[config.mk]
export PLATFORM = sky130hd
export DESIGN_NAME = multi_req_ack_flat
export DESIGN_NICKNAME = d
export VERILOG_FILES = /design/src/rtl/multi_req_ack_pkg.sv /design/src/rtl/multi_req_ack_if.sv /design/src/rtl/multi_req_ack_rr_arb.sv /design/src/rtl/multi_req_ack.sv /design/src/flat_wrapper.sv
export SDC_FILE = /design/constraint.sdc
export NUM_CORES = 1
export LEC_CHECK = 0
export BUFFER_PORTS_ARGS = -buffer_cell sky130_fd_sc_hd__buf_4
export CAP_MARGIN = 20
export CORE_UTILIZATION = 45
export CTS_CLUSTER_DIAMETER = 60
export CTS_CLUSTER_SIZE = 24
export DETAILED_ROUTE_END_ITERATION = 8
export GPL_ROUTABILITY_DRIVEN = 0
export PLACE_DENSITY_LB_ADDON = 0.2
export SYNTH_ARGS = -nofsm -noshare
export SYNTH_HDL_FRONTEND = slang
export SYNTH_SLANG_ARGS = --single-unit
export TNS_END_PERCENT = 1
[constraint.sdc]
create_clock -name clk -period 4.55 [get_ports clk]
set_clock_uncertainty 0.2 [all_clocks]
set_input_delay 0 -clock clk [delete_from_list [all_inputs] [get_ports clk]]
set_output_delay 0 -clock clk [all_outputs]
set_load 0.02 [all_outputs]
[src/rtl/multi_req_ack_pkg.sv]
// Shared types and limits for the multi-channel req/ack block.
// FSM state encoding plus parameter bounds and an index-width helper.
package multi_req_ack_pkg;

   localparam int ACK_LAT_MIN = 2;
   localparam int ACK_LAT_MAX = 16;
   localparam int NUM_CH_MAX  = 16;

   typedef enum logic [1:0] {
      IDLE = 2'd0,
      WAIT = 2'd1,
      ACK  = 2'd2
   } state_t;

   function automatic int idx_w(input int n);
      return (n > 1) ? $clog2(n) : 1;
   endfunction

endpackage

[src/rtl/multi_req_ack_if.sv]
// Request/acknowledge bundle between a requester and multi_req_ack.
// The slave modport is the block side; master is the requester side.
interface multi_req_ack_if #(
   parameter int NUM_CH = 4
);

   localparam int IW = (NUM_CH > 1) ? $clog2(NUM_CH) : 1;

   logic [NUM_CH-1:0] req;
   logic [NUM_CH-1:0] ovf_clr;
   logic [NUM_CH-1:0] ack;
   logic              busy;
   logic [IW-1:0]     gnt_ch;
   logic [NUM_CH-1:0] ovf;

   modport master (
      output req,
      output ovf_clr,
      input  ack,
      input  busy,
      input  gnt_ch,
      input  ovf
   );

   modport slave (
      input  req,
      input  ovf_clr,
      output ack,
      output busy,
      output gnt_ch,
      output ovf
   );

endinterface

[src/rtl/multi_req_ack_rr_arb.sv]
// Round-robin picker: first pending channel at or after ptr, wrapping.
// ptr holds the channel one past the last grant (0 after reset).
module rr_arb
   import multi_req_ack_pkg::*;
#(
   parameter int NUM_CH = 4
) (
   input  logic [NUM_CH-1:0]        pending,
   input  logic [idx_w(NUM_CH)-1:0] ptr,
   output logic                     gnt_valid,
   output logic [idx_w(NUM_CH)-1:0] gnt_idx
);

   localparam int IW = idx_w(NUM_CH);

   logic found;
   int   c;

   always_comb begin
      gnt_valid = |pending;
      gnt_idx   = '0;
      found     = 1'b0;
      c         = 0;
      for (int k = 0; k < NUM_CH; k++) begin
         c = int'(ptr) + k;
         if (c >= NUM_CH) c = c - NUM_CH;
         if (!found && |(pending & (NUM_CH'(1) << c))) begin
            found   = 1'b1;
            gnt_idx = IW'(c);
         end
      end
   end

endmodule

[src/rtl/multi_req_ack.sv]
// Multi-channel req/ack server: rise detect, round-robin grant, fixed ack latency.
// Define MULTI_REQ_ACK_SVA_EN to compile in the protocol assertions.
module multi_req_ack
   import multi_req_ack_pkg::*;
#(
   parameter int NUM_CH  = 4,
   parameter int ACK_LAT = 2
) (
   input logic            clk,
   input logic            rst_n,
   multi_req_ack_if.slave bus
);

   localparam int IW = idx_w(NUM_CH);
   localparam int CW = 4;

   if (NUM_CH < 1 || NUM_CH > NUM_CH_MAX) begin : g_bad_num_ch
      $fatal(1, "multi_req_ack: NUM_CH %0d out of range", NUM_CH);
   end
   if (ACK_LAT < ACK_LAT_MIN || ACK_LAT > ACK_LAT_MAX) begin : g_bad_ack_lat
      $fatal(1, "multi_req_ack: ACK_LAT %0d out of range", ACK_LAT);
   end

   state_t            state;
   state_t            state_n;
   logic [CW-1:0]     cnt;
   logic [CW-1:0]     cnt_n;
   logic [NUM_CH-1:0] req_q;
   logic [NUM_CH-1:0] pending;
   logic [NUM_CH-1:0] rise;
   logic [NUM_CH-1:0] gnt_mask;
   logic [NUM_CH-1:0] ack_q;
   logic [NUM_CH-1:0] ack_n;
   logic [NUM_CH-1:0] ovf_q;
   logic [IW-1:0]     ptr;
   logic [IW-1:0]     gnt_q;
   logic [IW-1:0]     gnt_idx;
   logic              gnt_valid;
   logic              grant;
   logic              busy;

   rr_arb #(
      .NUM_CH (NUM_CH)
   ) u_arb (
      .pending   (pending),
      .ptr       (ptr),
      .gnt_valid (gnt_valid),
      .gnt_idx   (gnt_idx)
   );

   assign rise     = bus.req & ~req_q;
   assign grant    = (state == IDLE) && gnt_valid;
   assign gnt_mask = grant ? (NUM_CH'(1) << gnt_idx) : '0;
   assign busy     = (state != IDLE);

   assign bus.ack    = ack_q;
   assign bus.busy   = busy;
   assign bus.gnt_ch = gnt_q;
   assign bus.ovf    = ovf_q;

   // WAIT spans ACK_LAT-2 cycles, so the counter starts at ACK_LAT-3.
   always_comb begin
      state_n = state;
      cnt_n   = cnt;
      ack_n   = '0;
      unique case (state)
         IDLE: begin
            if (gnt_valid) begin
               if (ACK_LAT == ACK_LAT_MIN) begin
                  state_n = ACK;
                  ack_n   = NUM_CH'(1) << gnt_idx;
               end else begin
                  state_n = WAIT;
                  cnt_n   = CW'((ACK_LAT > 2) ? ACK_LAT - 3 : 0);
               end
            end
         end
         WAIT: begin
            if (cnt == '0) begin
               state_n = ACK;
               ack_n   = NUM_CH'(1) << gnt_q;
            end else begin
               cnt_n = cnt - 1'b1;
            end
         end
         ACK:     state_n = IDLE;
         default: state_n = IDLE;
      endcase
   end

   always_ff @(posedge clk or negedge rst_n) begin
      if (!rst_n) begin
         state <= IDLE;
         cnt   <= '0;
         ack_q <= '0;
      end else begin
         state <= state_n;
         cnt   <= cnt_n;
         ack_q <= ack_n;
      end
   end

   // A granted bit clears before the same-edge rise re-sets it.
   always_ff @(posedge clk or negedge rst_n) begin
      if (!rst_n) begin
         req_q   <= '0;
         pending <= '0;
         ovf_q   <= '0;
      end else begin
         req_q   <= bus.req;
         pending <= (pending & ~gnt_mask) | rise;
         ovf_q   <= (ovf_q & ~bus.ovf_clr)
                  | (rise & pending & ~gnt_mask);
      end
   end

   always_ff @(posedge clk or negedge rst_n) begin
      if (!rst_n) begin
         ptr   <= '0;
         gnt_q <= '0;
      end else if (grant) begin
         gnt_q <= gnt_idx;
         ptr   <= (gnt_idx == IW'(NUM_CH - 1)) ? '0 : gnt_idx + 1'b1;
      end
   end

`ifdef MULTI_REQ_ACK_SVA_EN
   a_ack_onehot: assert property (@(posedge clk) disable iff (!rst_n)
      $onehot0(ack_q));

   a_ack_state: assert property (@(posedge clk) disable iff (!rst_n)
      (|ack_q) |-> (state == ACK));

   for (genvar i = 0; i < NUM_CH; i++) begin : g_lat
      a_lat: assert property (@(posedge clk) disable iff (!rst_n)
         ($rose(bus.req[i]) && state == IDLE && pending == '0
          && (rise & ~(NUM_CH'(1) << i)) == '0)
         |-> ##ACK_LAT $rose(ack_q[i]));
   end

   a_busy_fall: assert property (@(posedge clk) disable iff (!rst_n)
      $fell(busy) |-> $past(|ack_q));
`endif

endmodule
[src/flat_wrapper.sv]
// flat-port wrapper written by rule: the top's interface ports become plain ports
module multi_req_ack_flat import multi_req_ack_pkg::*;
#(
   parameter int NUM_CH  = 4,
   parameter int ACK_LAT = 2
)
  (clk, rst_n, bus_req, bus_ovf_clr, bus_ack, bus_busy, bus_gnt_ch, bus_ovf);
  multi_req_ack_if #(.NUM_CH(NUM_CH)) bus_i ();
  input logic clk;
  input logic rst_n;
  input wire logic [$bits(bus_i.req)-1:0] bus_req;
  input wire logic [$bits(bus_i.ovf_clr)-1:0] bus_ovf_clr;
  output wire logic [$bits(bus_i.ack)-1:0] bus_ack;
  output wire logic [$bits(bus_i.busy)-1:0] bus_busy;
  output wire logic [$bits(bus_i.gnt_ch)-1:0] bus_gnt_ch;
  output wire logic [$bits(bus_i.ovf)-1:0] bus_ovf;
  assign bus_i.req = bus_req;
  assign bus_i.ovf_clr = bus_ovf_clr;
  assign bus_ack = bus_i.ack;
  assign bus_busy = bus_i.busy;
  assign bus_gnt_ch = bus_i.gnt_ch;
  assign bus_ovf = bus_i.ovf;
  multi_req_ack #(.NUM_CH(NUM_CH), .ACK_LAT(ACK_LAT)) u_core (.clk(clk), .rst_n(rst_n), .bus(bus_i));
endmodule
==> metrics.md, run 1 <==
| Metric | Value |
|---|---|
| Result of the run | `complete, no violations` |
| Number of warning messages in the yosys log | `0` |
| Fin. max-slew vios | `0` |
| Endpoint class of the critical path | `flop` |
| Leftover overflow at the end of global routing | `0` |
| Leading cell types by count after synthesis | `dfrtp_1, inv_1, ha_1, nand2_1` |
| Die height | `49.7 um` |
| Synthesized instance count | `91` |
| Sequential cell area | `526 um2` |
| Fraction of the mapped netlist area in simple logic gates | `11.1%` |
| Post-synthesis adder-cell area fraction | `9.77%` |
| Relative slew slack | `40.0%` |
| Worst setup path class | `reg2reg` |
| Unrepaired setup endpoints after global routing | `no` |
| Synth area leaders | `dfrtp_1, ha_1, inv_1` |
| Fin Setup TNS | `0 ns` |
| Number of endpoints failing setup at the final stage | `0` |
| Average via count per standard cell | `5.01` |
| Cell count after placement | `138` |
| Leakage | `0.635 nW` |
| Average wire per standard cell | `12.2 um` |
| Average instance area after synthesis | `11.3 um2` |
| Clock sink total | `21` |
| Top-area cell type share of the netlist area | `51.3%` |
| Routed via count | `761` |
| Placed wire-length estimate after detailed placement | `1350 um` |
| Die area | `0.00247 mm2` |
| Fraction of registers with async set/reset | `100%` |
| Number of antenna diodes | `0` |
| Flip-flop and latch count after synthesis | `21` |
| CTS tree | `built` |
| Detailed-routing iteration count for the pre-antenna-repair pass | `3` |
| Number of antenna violations at the first check in global routing | `0` |
| Post-synthesis net count | `109` |
| Cell with the most instances after synthesis | `dfrtp_1` |
| Worst-Margin Slew | `0.897 ns` |
| Reported max-cap violation count | `0` |
| Remaining number of nets flagged by the antenna check after routing | `0` |
| Dominant combinational cell family by area after synthesis | `compound AO/OA/AOI/OAI gates` |
| Pin count of the biggest net entering global routing | `22` |
| Hold Crit Class | `in2reg` |
| CTS Buffer Depth | `2` |
| Global-route wire length before repair | `3330 um` |
| Most instantiated flip-flop cell in the synthesis netlist | `dfrtp_1` |
| Area share of xor/xnor cells in the synthesized design | `0%` |
| Total Routing Usage GR | `17.9%` |
| Area occupied by multi-input gates | `450 um2` |
| Largest fanout of any net on the critical path | `5` |
| Synth area leader | `dfrtp_1` |
| Horizontal extent of the die | `49.7 um` |
| # port buffers | `20` |
| Num rows | `16` |
| Proportion of synthesized chip area in sequential cells | `51.3%` |
| PwrDens | `755 mW/mm2` |
| Fmax | `367 MHz` |
| Layout-stage area growth over the synthesis result | `30.3%` |
| Required time at the endpoint of the critical path | `4.53 ns` |
| Number of flops mapped to enable cells by yosys | `0` |
| Final setup margin | `1.83 ns` |
| Count of distinct cell types in the synthesized netlist | `26` |
| Number of top-level design ports | `21` |
| Layout net count | `144` |
| VDD IR max | `506 uV` |
| End-of-flow core utilization | `65.4%` |
| Proportion of synthesized area in mux cells | `3.05%` |
| Area of the mapped netlist | `0.00102 mm2` |
| Share of final-layout standard cells stronger than drive strength 1 | `25.6%` |
| Startpoint type of the worst setup path | `flop` |
| Number of filler instances in the final layout | `169` |
| Core Footprint | `0.00204 mm2` |
| Number of DRC violations after detailed routing | `0` |
| Clock slew at reported path FFs | `0.11 ns` |
| Setup repair bufs after CTS | `0` |
| Via count of the first global-routing pass | `775` |
| CTS H-tree depth | `1` |
| Endpoint arrival time on the critical path | `2.70 ns` |
| Number of cells in the finished layout apart from fillers | `152` |
| Initial Util | `50.2%` |
| Setup slack at placement | `1.86 ns` |
| CTS buffer count | `3` |
| Final worst path period need | `2.72 ns` |
| Fin. Hold Viols | `0` |
| Clock insertion delay at the later pin of the skew report | `0.30 ns` |
| Detailed Route WL | `1850 um` |
| Fin crit share | `59.8%` |
| Clock tree root driver cell | `clkbuf_4` |
| Compound-Gate Fraction of Synth Area | `20.0%` |
| Violation count after the first detailed-route iteration | `9` |
[logic make-up after synthesis]
logic type / Yosys count
compound gates: 25
simple gates: 21
flops: 21
buf+inv: 13
fa+ha+maj: 8
mux: 3
[final cells by class]
type,count,share of cell area [%]
Sequential cell,21,39.4
Inverter,13,3.66
Timing Repair Buffer,30,18.7
Clock buffer,4,1.97
Tap cell,27,2.53
Multi-Input combinational cell,57,33.7
[registers in the layout (all words and copies together) (netlist names)]
| name | count |
|---|---|
| u_core.bus.ack | 4 |
| u_core.bus.gnt_ch | 2 |
| u_core.bus.ovf | 4 |
| u_core.pending | 4 |
| u_core.ptr | 2 |
| u_core.req_q | 4 |
| u_core.state | 1 |
[metal layers]
layer  routed length, um  part of all wire [%]  GRT usage [%]  vias to the layer above
met2                 860                    47           30.6                       17
met3                  79                   4.3           5.56                        4
met1                 881                    48           21.4                      358
met5                   0                     0              0                        -
li1                    -                     -              -                      382
met4                  27                   1.5           5.71                        0
[worst paths after layout]
| check | depth (start not counted) | to | startpoint | slack, ns |
|---|---|---|---|---|
| min in group asynchronous | 3 | u_core.bus.ack[1] | rst_n | 0.71 |
| max reg2reg | 11 | u_core.bus.ovf[2] | u_core.ptr[0] | 1.83 |
| min | 2 | u_core.req_q[1] | bus_req[1] | 0.16 |
| max in group asynchronous | 3 | u_core.req_q[0] | rst_n | 2.90 |
| max | 11 | u_core.bus.ovf[2] | u_core.ptr[0] | 1.83 |
| min reg2reg | 2 | u_core.pending[2] | u_core.req_q[2] | 0.33 |
[through the flow]
| stage | hold slack [ns] | instance area, um2 | power (mW) |
|---|---|---|---|
| floorplan | -0.496 | 1020 | 0.753 |
| global placement | -0.308 | 1210 | 0.907 |
| detailed placement | -0.303 | 1210 | 0.920 |
| CTS | 0.140 | 1340 | 1.02 |
| global route | 0.149 | 1340 | 1.11 |
| finish | 0.155 | 1340 | 1.01 |
[placed cells by master (no fill, tap or decap)]
| master | instances |
|---|---|
| mux2i_1 | 2 |
| o21ai_1 | 1 |
| a21oi_2 | 1 |
| dlygate4sd3_1 | 10 |
| o31a_1 | 1 |
| nor2_1 | 1 |
| inv_1 | 13 |
| a22oi_1 | 4 |
| nand2_1 | 8 |
| and2_4 | 1 |
| o21ai_0 | 5 |
| a22o_1 | 2 |
| ha_1 | 8 |
| o22ai_2 | 1 |
| and3_1 | 1 |
| nor4_2 | 1 |
| o2bb2ai_2 | 1 |
| dfrtp_1 | 21 |
| nor3_1 | 3 |
| o22ai_1 | 3 |
| nor2_2 | 1 |
| clkbuf_1 | 1 |
| buf_4 | 20 |
| clkbuf_4 | 3 |
| a221oi_2 | 1 |
| nand2b_1 | 5 |
| a21boi_0 | 1 |
| mux2_2 | 1 |
| a221oi_4 | 1 |
| a21oi_1 | 3 |
[timing repair]
item / in CTS / in global routing
endpoints found under the hold margin: 33 / 0
gates resized for setup: 0 / 0
hold buffers: 10 / 0
[worst max-delay path: stages, from the launching register on]
cell and delay (ns):
dfrtp_1 0.44, inv_1 0.11, ha_1 0.27, a22o_1 0.23
a221oi_4 0.29, mux2i_1 0.12, o31a_1 0.31, inv_1 0.10
ha_1 0.14, inv_1 0.04, o21ai_0 0.22, o22ai_1 0.13
[where the power goes]
group,internal [mW],switching (mW)
combinational,0.257,0.340
clock,0.0342,0.0525
sequential,0.254,0.0709
total,0.545,0.463
No activity file was read; power rests on OpenSTA's default activity.
==> run 2: changes to the inputs <==
Clock period 4.55 ns to 2.24 ns, I/O delays scaled along.
==> run 2 against run 1 <==
Net effect:
- the run now ends with negative setup slack left
- highest routed layer unchanged
- via count up 14%
- critical path type unchanged
- final cell count up 12%
- clock-buffer cell count down 1
- die area unchanged
- register-to-register slack worse by 2.1 ns
- hold slack better by 0.0076 ns
- wire length up 31%
==> metrics.md, run 2 (synthesized netlist as in run 1, its figures left out) <==
| Metric | Value |
|---|---|
| Clock slew at reported path FFs | `0.11 ns` |
| Violations in the final reports | `negative setup slack` |
| Relative slew slack | `39.4%` |
| Worst setup path class | `reg2reg` |
| Required time at the endpoint of the critical path | `2.23 ns` |
| Top library cells by usage in the layout, fill and taps aside | `buf_4, dfrtp_1, dlygate4sd3_1` |
| RR Endpoint | `u_core.bus.ovf[2]` |
| Clock tree root driver cell | `clkbuf_4` |
| Setup slack at placement | `-0.402 ns` |
| Leading cell type in the layout, fill and taps excluded | `buf_4` |
| Horizontal extent of the die | `49.7 um` |
| Routed via count | `865` |
| Fin. max-slew vios | `0` |
| CTS Buffer Depth | `2` |
| Hold Crit Class | `in2reg` |
| Average via count per standard cell | `5.09` |
| Reported max-cap violation count | `0` |
| Register-to-register path setup slack | `-0.29 ns` |
| Number of cells in the finished layout apart from fillers | `170` |
| Global-route wire length before repair | `4140 um` |
| Cell count after placement | `147` |
| Share of final-layout standard cells stronger than drive strength 1 | `52.4%` |
| Clock sink total | `21` |
| Endpoint arrival time on the critical path | `2.52 ns` |
| Total Routing Usage GR | `22.5%` |
| Fin. Hold Viols | `0` |
| Average wire per standard cell | `14.2 um` |
| Worst-case reg-to-reg path depth | `10` |
| Unrepaired setup endpoints after global routing | `yes` |
| Sequential cell area | `528 um2` |
| Die height | `49.7 um` |
| Core Footprint | `0.00204 mm2` |
| Number of antenna diodes | `0` |
| FF-to-FF Start | `u_core.ptr[1]` |
| Remaining number of nets flagged by the antenna check after routing | `0` |
| # port buffers | `20` |
| Cell depth of the worst min-delay path | `2` |
| Pin count of the biggest net entering global routing | `22` |
| Fin crit share | `113%` |
| Detailed Route WL | `2420 um` |
| Number of top-level design ports | `21` |
| Placed wire-length estimate after detailed placement | `1560 um` |
| Layout-stage area growth over the synthesis result | `57.0%` |
| Final setup margin | `-0.291 ns` |
| Num rows | `16` |
| Number of filler instances in the final layout | `147` |
| Layout net count | `162` |
| Fmax | `395 MHz` |
| CTS tree | `built` |
| Hold path start | `bus_req[0]` |
| Via count of the first global-routing pass | `915` |
| Endpoint of the worst hold-timing path | `u_core.req_q[0]` |
| Number of antenna violations at the first check in global routing | `0` |
| Area occupied by multi-input gates | `583 um2` |
| Largest fanout of any net on the critical path | `4` |
| Endpoint class of the critical path | `flop` |
| Result of the run | `finished with violations` |
| Final worst path period need | `2.53 ns` |
| Worst-Margin Slew | `0.907 ns` |
| Leftover overflow at the end of global routing | `0` |
| Die area | `0.00247 mm2` |
| Number of DRC violations after detailed routing | `0` |
| CTS H-tree depth | `1` |
| Detailed-routing iteration count for the pre-antenna-repair pass | `4` |
| CTS buffer count | `3` |
| Number of endpoints failing setup at the final stage | `15` |
| Fin Setup TNS | `-2.99 ns` |
| Startpoint type of the worst setup path | `flop` |
| Clock insertion delay at the later pin of the skew report | `0.30 ns` |
| Violation count after the first detailed-route iteration | `6` |
| Initial Util | `50.2%` |
run 2: cell types whose count changed in the layout (fill, tap and decap cells not counted), moves of 3 or more:
| cell | previous run | this run |
|---|---|---|
| inv_1 | 13 | 7 |
| ha_1 | 8 | 3 |
| inv_2 | 0 | 5 |
| o21ai_0 | 5 | 2 |
| o21ai_2 | 0 | 3 |
| buf_4 | 20 | 38 |
| ha_4 | 0 | 4 |
run 2: how the worst max path moves through the flow:
stage	from	to	slack [ns]	cells past startpoint
floorplan	u_core.ptr[0]	u_core.bus.ovf[2]	-0.13	11
global placement	u_core.ptr[1]	u_core.bus.ovf[3]	-0.32	11
detailed placement	u_core.ptr[1]	u_core.bus.ovf[2]	-0.40	11
CTS	u_core.ptr[0]	u_core.bus.ovf[2]	-0.24	11
global route	u_core.ptr[1]	u_core.bus.ovf[2]	-0.39	11
finish	u_core.ptr[1]	u_core.bus.ovf[2]	-0.29	10
run 2: stage by stage:
stage	instance area (um2)	util [%]	hold slack (ns)
6_report	1610	78.8	0.163
5_1_grt	1610	78.8	0.146
4_1_cts	1530	74.9	0.141
3_5_place_dp	1310	64.3	-0.302
3_3_place_gp	1310	64.3	-0.309
2_1_floorplan	1060	-	-0.496
run 2: critical path: stages, from the launching register on:
cell,delay [ns]
dfrtp_2,0.48
ha_4,0.20
a22o_1,0.24
a221oi_4,0.27
mux2i_1,0.14
o31a_1,0.37
inv_2,0.09
ha_4,0.13
inv_2,0.04
o21ai_4,0.16
o22ai_2,0.10
run 2: timing repair:
action                                 4_1_cts  5_1_grt
hold buffers                                10        0
pin swaps                                    3        6
gates cloned                                 0        0
setup buffers                                5        4
resized for setup                           12       13
setup endpoints to repair                   14       15
endpoints found under the hold margin       33        0
run 2: metal layers:
layer  global-route usage (%)  share of wire, %
met4                     7.14               2.6
met5                        0                 0
met3                     5.86               5.2
met2                     40.8                52
met1                     25.4                41
run 2: final cells by class:
type / instances / share of cell area (%)
Tap cell: 27 / 2.10
Clock buffer: 3 / 1.40
Clock inverter: 1 / 0.311
Sequential cell: 21 / 32.8
Inverter: 13 / 3.19
Timing Repair Buffer: 48 / 24.0
Multi-Input combinational cell: 57 / 36.2
Power of run 2 is left out: the tool's default activity adds up to more than one toggle a clock period on the data nets, which glitch-free logic cannot reach.
